--- config.mk ---
export PLATFORM = sky130hd
export DESIGN_NAME = exp_pulse_gen
export DESIGN_NICKNAME = d
export VERILOG_FILES = /design/src/rtl/exp_pulse_gen.sv
export SDC_FILE = /design/constraint.sdc
export NUM_CORES = 1
export LEC_CHECK = 0
export ABC_CLOCK_PERIOD_IN_PS = 7600
export CORE_MARGIN = 5
export CORE_UTILIZATION = 55
export DETAILED_ROUTE_END_ITERATION = 8
export PLACE_DENSITY = 0.72
export SYNTH_ARGS = -nofsm -noshare
export SYNTH_HDL_FRONTEND = slang
export SYNTH_SLANG_ARGS = --single-unit
--- constraint.sdc ---
create_clock -name SYS_CLK -period 7.6 [get_ports SYS_CLK]
set_input_delay 0.76 -clock SYS_CLK [delete_from_list [all_inputs] [get_ports SYS_CLK]]
set_output_delay 0.76 -clock SYS_CLK [all_outputs]
set_load 0.01 [all_outputs]
--- src/rtl/exp_pulse_gen.sv ---
`default_nettype none
// ============================================================================
// Module   : exp_pulse_gen
// Brief    : Detector-preamp pulse source: linear rise, exponential tail,
//            with pile-up by superposition of a new rise onto the running ACC.
// Revision : 1.0 - initial release
// ============================================================================
module exp_pulse_gen #(
  parameter int unsigned DECAY_COEF = 64553,
  parameter int unsigned RISE_SHIFT = 2,
  parameter int unsigned TAIL_LEN   = 1024,
  parameter int          BASELINE   = 0
) (
  input  logic        SYS_CLK,
  input  logic        RESET_N,
  input  logic        ENABLE,
  input  logic        TRIG,
  input  logic [13:0] AMPL,
  output logic [13:0] DATA,
  output logic        BUSY,
  output logic        PULSE_DONE,
  output logic        PILEUP
);

  function automatic logic [13:0] sat14(input logic signed [17:0] v);
    if (v > 18'sd8191) begin
      sat14 = 14'h1FFF;
    end else if (v < -18'sd8192) begin
      sat14 = 14'h2000;
    end else begin
      sat14 = v[13:0];
    end
  endfunction

  localparam int                 c_RISE_LEN = 1 << RISE_SHIFT;
  localparam int                 c_CNT_MAX  = (TAIL_LEN > c_RISE_LEN) ? TAIL_LEN : c_RISE_LEN;
  localparam int                 c_CNT_W    = $clog2(c_CNT_MAX);
  localparam logic [c_CNT_W-1:0] c_RISE_LAST = c_CNT_W'(c_RISE_LEN - 1);
  localparam logic [c_CNT_W-1:0] c_TAIL_LAST = c_CNT_W'(TAIL_LEN - 1);
  localparam logic [c_CNT_W-1:0] c_CNT_ONE   = c_CNT_W'(1);
  localparam logic [15:0]        c_COEF      = 16'(DECAY_COEF);
  localparam logic signed [17:0] c_BASE      = 18'(BASELINE);
  localparam logic [13:0]        c_DATA_RST  = sat14(c_BASE);

  localparam logic [1:0] c_IDLE  = 2'd0;
  localparam logic [1:0] c_RISE  = 2'd1;
  localparam logic [1:0] c_DECAY = 2'd2;

  logic [1:0]         r_state;
  logic signed [31:0] r_acc;
  logic signed [31:0] r_step;
  logic [c_CNT_W-1:0] r_cnt;

  logic [1:0]         w_state_next;
  logic signed [31:0] w_acc_next;
  logic signed [31:0] w_step_next;
  logic [c_CNT_W-1:0] w_cnt_next;
  logic               w_done_next;
  logic               w_pileup_next;
  logic               w_trig;
  logic signed [31:0] w_step_new;
  logic signed [47:0] w_prod;
  logic signed [31:0] w_decayed;
  logic signed [17:0] w_sum;
  logic [13:0]        w_data_next;
  logic               w_unused;

  assign w_trig     = TRIG & ENABLE;
  assign w_step_new = $signed({{2{AMPL[13]}}, AMPL, 16'h0000}) >>> RISE_SHIFT;

  // Coefficient is below 1.0, so the shifted product always fits back into 32 bits.
  assign w_prod    = 48'(r_acc) * 48'($signed({1'b0, c_COEF}));
  assign w_decayed = w_prod[47:16];
  assign w_unused  = ^w_prod[15:0];

  always_comb begin
    w_state_next  = r_state;
    w_acc_next    = r_acc;
    w_step_next   = r_step;
    w_cnt_next    = r_cnt;
    w_done_next   = 1'b0;
    w_pileup_next = 1'b0;
    case (r_state)
      c_IDLE: begin
        w_acc_next = '0;
        if (w_trig) begin
          w_step_next  = w_step_new;
          w_cnt_next   = '0;
          w_state_next = c_RISE;
        end
      end
      c_RISE: begin
        if (w_trig) begin
          w_pileup_next = 1'b1;
          w_step_next   = w_step_new;
          w_cnt_next    = '0;
        end else begin
          w_acc_next = r_acc + r_step;
          if (r_cnt == c_RISE_LAST) begin
            w_cnt_next   = '0;
            w_state_next = c_DECAY;
          end else begin
            w_cnt_next = r_cnt + c_CNT_ONE;
          end
        end
      end
      c_DECAY: begin
        // A trigger on the final tail edge takes priority over ending the pulse.
        if (w_trig) begin
          w_pileup_next = 1'b1;
          w_step_next   = w_step_new;
          w_cnt_next    = '0;
          w_state_next  = c_RISE;
        end else if (r_cnt == c_TAIL_LAST) begin
          w_acc_next   = '0;
          w_cnt_next   = '0;
          w_done_next  = 1'b1;
          w_state_next = c_IDLE;
        end else begin
          w_acc_next = w_decayed;
          w_cnt_next = r_cnt + c_CNT_ONE;
        end
      end
      default: begin
        w_acc_next   = '0;
        w_cnt_next   = '0;
        w_state_next = c_IDLE;
      end
    endcase
  end

  assign w_sum       = c_BASE + {{2{w_acc_next[31]}}, w_acc_next[31:16]};
  assign w_data_next = sat14(w_sum);

  always_ff @(posedge SYS_CLK or negedge RESET_N) begin
    if (!RESET_N) begin
      r_state    <= c_IDLE;
      r_acc      <= '0;
      r_step     <= '0;
      r_cnt      <= '0;
      DATA       <= c_DATA_RST;
      BUSY       <= 1'b0;
      PULSE_DONE <= 1'b0;
      PILEUP     <= 1'b0;
    end else begin
      r_state    <= w_state_next;
      r_acc      <= w_acc_next;
      r_step     <= w_step_next;
      r_cnt      <= w_cnt_next;
      DATA       <= w_data_next;
      BUSY       <= (w_state_next != c_IDLE);
      PULSE_DONE <= w_done_next;
      PILEUP     <= w_pileup_next;
    end
  end

endmodule
`default_nettype wire

==> impl_metrics.py <==
metrics = {
    "run_status": {
        "status": "complete, no violations",
    },
    "min_path": {
        "hold_path_end": "r_step[25]",
        "hold_start": "r_step[25]",
        "hold_path.class": "register to register",
        "min_path_cells": 1,
    },
    "clock_network": {
        "clock_latency_ns": 0.34,
        "cts_made_buffers": 9,
        "clock_path_buffers": 2,
        "cts_tree": "built",
        "cts-root-buf": "clkbuf_16",
        "clk_pin_slew_worst_paths_ns": 0.07,
        "cts_sinks": 75,
        "cts_hold_buf": 0,
        "cts_setup_buffers": 0,
        "cts_resized": 0,
        "cts-htree-levels": 3,
    },
    "finish": {
        "multi_input_comb_area_mm2": 0.0108,
        "area_delta_synth_final_pct": 7.41,
        "fin_area_mm2": 0.0159,
        "fin_nets": 2149,
        "layout-drive-gt1-share_pct": 4.40,
        "fill_cells": 2331,
        "ff_latch_area_mm2": 0.00188,
        "post-route-util_pct": 59.6,
        "n_antenna_cell": 0,
    },
    "logic_synthesis": {
        "syn_avg_cell_area_um2": 9.02,
        "synthArstFlopShare_pct": 100,
        "synthTopCellsByArea": "fa_1, ha_1, inv_1",
        "synth_nets": 2115,
        "yosysSeqAreaShare_pct": 12.7,
        "synthesis.area_mm2": 0.0148,
        "synth_ff_type": "dfrtp_1",
        "synth.distinct_cells": 68,
        "yosys_warnings": 0,
        "synth-seq-cells": 75,
        "synth_top_area_share_pct": 29.6,
        "synth_enable_flop_cells": 0,
        "yosys.area.top_type": "fa_1",
        "synthCells": 1644,
    },
    "die": {
        "num_rows": 60,
        "start_util_pct": 55.5,
        "die_width_um": 174,
        "die_y_um": 174,
        "coreArea_mm2": 0.0267,
        "die_area_mm2": 0.0304,
        "io_pins": 35,
    },
    "sta": {
        "fin_skew_ns": 0.00941,
        "slew_violations": 0,
        "setup_viol": 0,
        "fin_crit_sh_pct": 95.0,
        "setup_tns_ns": 0,
        "tightest_slew_ns": 0.986,
        "rsz0062_at_grt": "no",
        "fmax_mhz": 139,
        "hold_viol": 0,
        "relSlewSlack_pct": 34.0,
        "fin_crit_ns": 7.22,
    },
    "grt": {
        "grt_pass1_vias": 12000,
        "grt_max_degree": 76,
        "grtUsageTotal_pct": 25.1,
        "grt_overflow_total": 0,
        "grt_pass1_wl_um": 61400,
        "antenna_found_initial": 0,
    },
    "drt": {
        "wl_per_cell_um": 18.0,
        "ant_nets": 0,
        "via_count": 11200,
        "drc": 0,
        "wirelength_um": 36400,
        "vias_per_cell": 5.55,
        "drt_iter0_markers": 622,
        "drt-pass1-iter-count": 5,
    },
    "placement": {
        "portBuffers": 34,
        "dpl.hpwl_um": 29700,
        "place_congestion": 0.974,
        "placedInstanceArea_mm2": 0.0156,
    },
    "power": {
        "p_per_area_mw_per_mm2": 281,
        "leakage_uw": 0.00885,
        "irDropWorstVdd_mv": 0.203,
        "total_power_uw": 4480,
    },
    "worst_setup_path": {
        "r2r_end": "DATA[8]",
        "cp_max_fo": 13,
        "end_kind": "register",
        "arrival_ns": 7.48,
        "cp-start-kind": "register",
        "r2r_slack_ns": 0.38,
        "cp_slowest_stage_delay_ns": 0.61,
        "worstReg2RegStart": "r_acc[6]",
        "path_class": "register to register",
        "cp_data_required_time_ns": 7.86,
        "r2r_cells": 20,
        "worst_path_most_repeated_cell": "fa_1",
        "cp_slowest_cell": "dfrtp_1",
        "cp_cell_sequence": "inv_1 -> fa_1 -> fa_1 -> inv_1 -> fa_1 -> fa_1 -> fa_1 -> inv_1 -> fa_1 -> inv_1 -> ha_1 -> a21oi_1 -> o211ai_1 -> a21oi_1 -> o41ai_4 -> a41oi_4 -> mux2_4 -> and2_4 -> a221o_1 -> a31oi_1",
    },
    "flow_run": {
        "max-cap-violations": 0,
    },
}
cell usage after synthesis, drive strengths merged, types with 3 or more instances:
master and instances:
inv 519, ha 234, fa 219, dfrtp 75
nand2 73, a21oi 72, o21ai 65, nand3 37
nor2 35, clkbuf 28, xnor2 26, xor2 26
a22o 17, mux2 15, o211ai 14, a21o 13
a22oi 13, nand4 13, nor3 12, a31oi 11
and3 11, and2 9, buf 9, o31ai 9
nor2b 8, a211oi 7, o21a 7, o21bai 7
nand2b 6, a21boi 5, or3 5, a221oi 4
a211o 3, a311oi 3, mux2i 3, nor4 3
o22ai 3, or2 3
sequential cells by signal (all words and copies together), names as in the netlist:
name	count
BUSY	1
DATA	14
PILEUP	1
PULSE_DONE	1
r_acc	32
r_cnt	10
r_state	2
r_step	14
power by group:
part           switching [uW]  internal, uW  leakage, uW  total (uW)
Combinational            2230          1300      0.00771        3520
Clock                     188           257     0.000140         445
Sequential               51.9           457      0.00100         509
Total                    2470          2010      0.00885        4480
cells in the final DEF (no fill, tap or decap), drive strengths merged, types with 11 or more instances in the layout:
master,instances
a21o,13
a21oi,72
a22o,17
a22oi,13
a31oi,11
and3,11
buf,27
clkdlybuf4s50,33
dfrtp,75
fa,219
ha,234
inv,521
mux2,15
nand2,73
nand3,37
nand4,13
nor2,35
nor3,12
o211ai,14
o21ai,65
xnor2,26
xor2,26
through the flow:
stage          hold WS [ns]  setup slack (ns)  cells
6_report              0.512             0.380   2023
3_3_place_gp          0.492             0.623   2008
5_1_grt               0.536            0.0596   2023
2_1_floorplan         0.464              1.22   1644
3_5_place_dp          0.502             0.452   2008
4_1_cts               0.517             0.419   2023
worst max path at each step:
stage	from	end
global placement	r_acc[6]	DATA[12]
detailed placement	r_acc[6]	DATA[12]
finish	r_acc[6]	DATA[8]
floorplan	r_acc[31]	DATA[1]
global route	r_acc[6]	DATA[8]
CTS	r_acc[6]	DATA[8]
layer usage:
layer	part of all wire, %	vias up	track usage (%)
met5	0	-	0
met4	4.1	0	8.41
met3	4.4	93	2.78
met2	51	351	44.7
met1	41	5570	31.9
li1	-	5223	-
critical path: cells and delay by family, from the launching register on:
kind	cells	cell delay (ns)
buffers and inverters	4	0.40
muxes	1	0.34
AOI/OAI and AO/OA	7	2.09
adders and majority gates	7	3.53
and+or+nand+nor	1	0.16
DFF	1	0.61
layout make-up:
cell class | count | area share [%]
multi-input combinational | 1012 | 68.1
inverter | 520 | 12.2
sequential | 75 | 11.8
timing repair buffer | 60 | 3.34
tap | 341 | 2.68
clock buffer | 9 | 1.41
clock inverter | 6 | 0.463
kinds of logic (layout without fill, tap and decap cells):
family / after synthesis / count (layout) / share of synthesized area (%)
mux: 18 / 18 / 1.37
xor+xnor: 52 / 52 / 3.07
flops: 75 / 75 / 12.7
fa+ha+maj: 453 / 453 / 49.3
buf+inv: 557 / 595 / 14.2
compound gates: 271 / 271 / 12.3
simple gates: 218 / 218 / 7.07
Note: power is estimated with default switching activity, not from simulation.
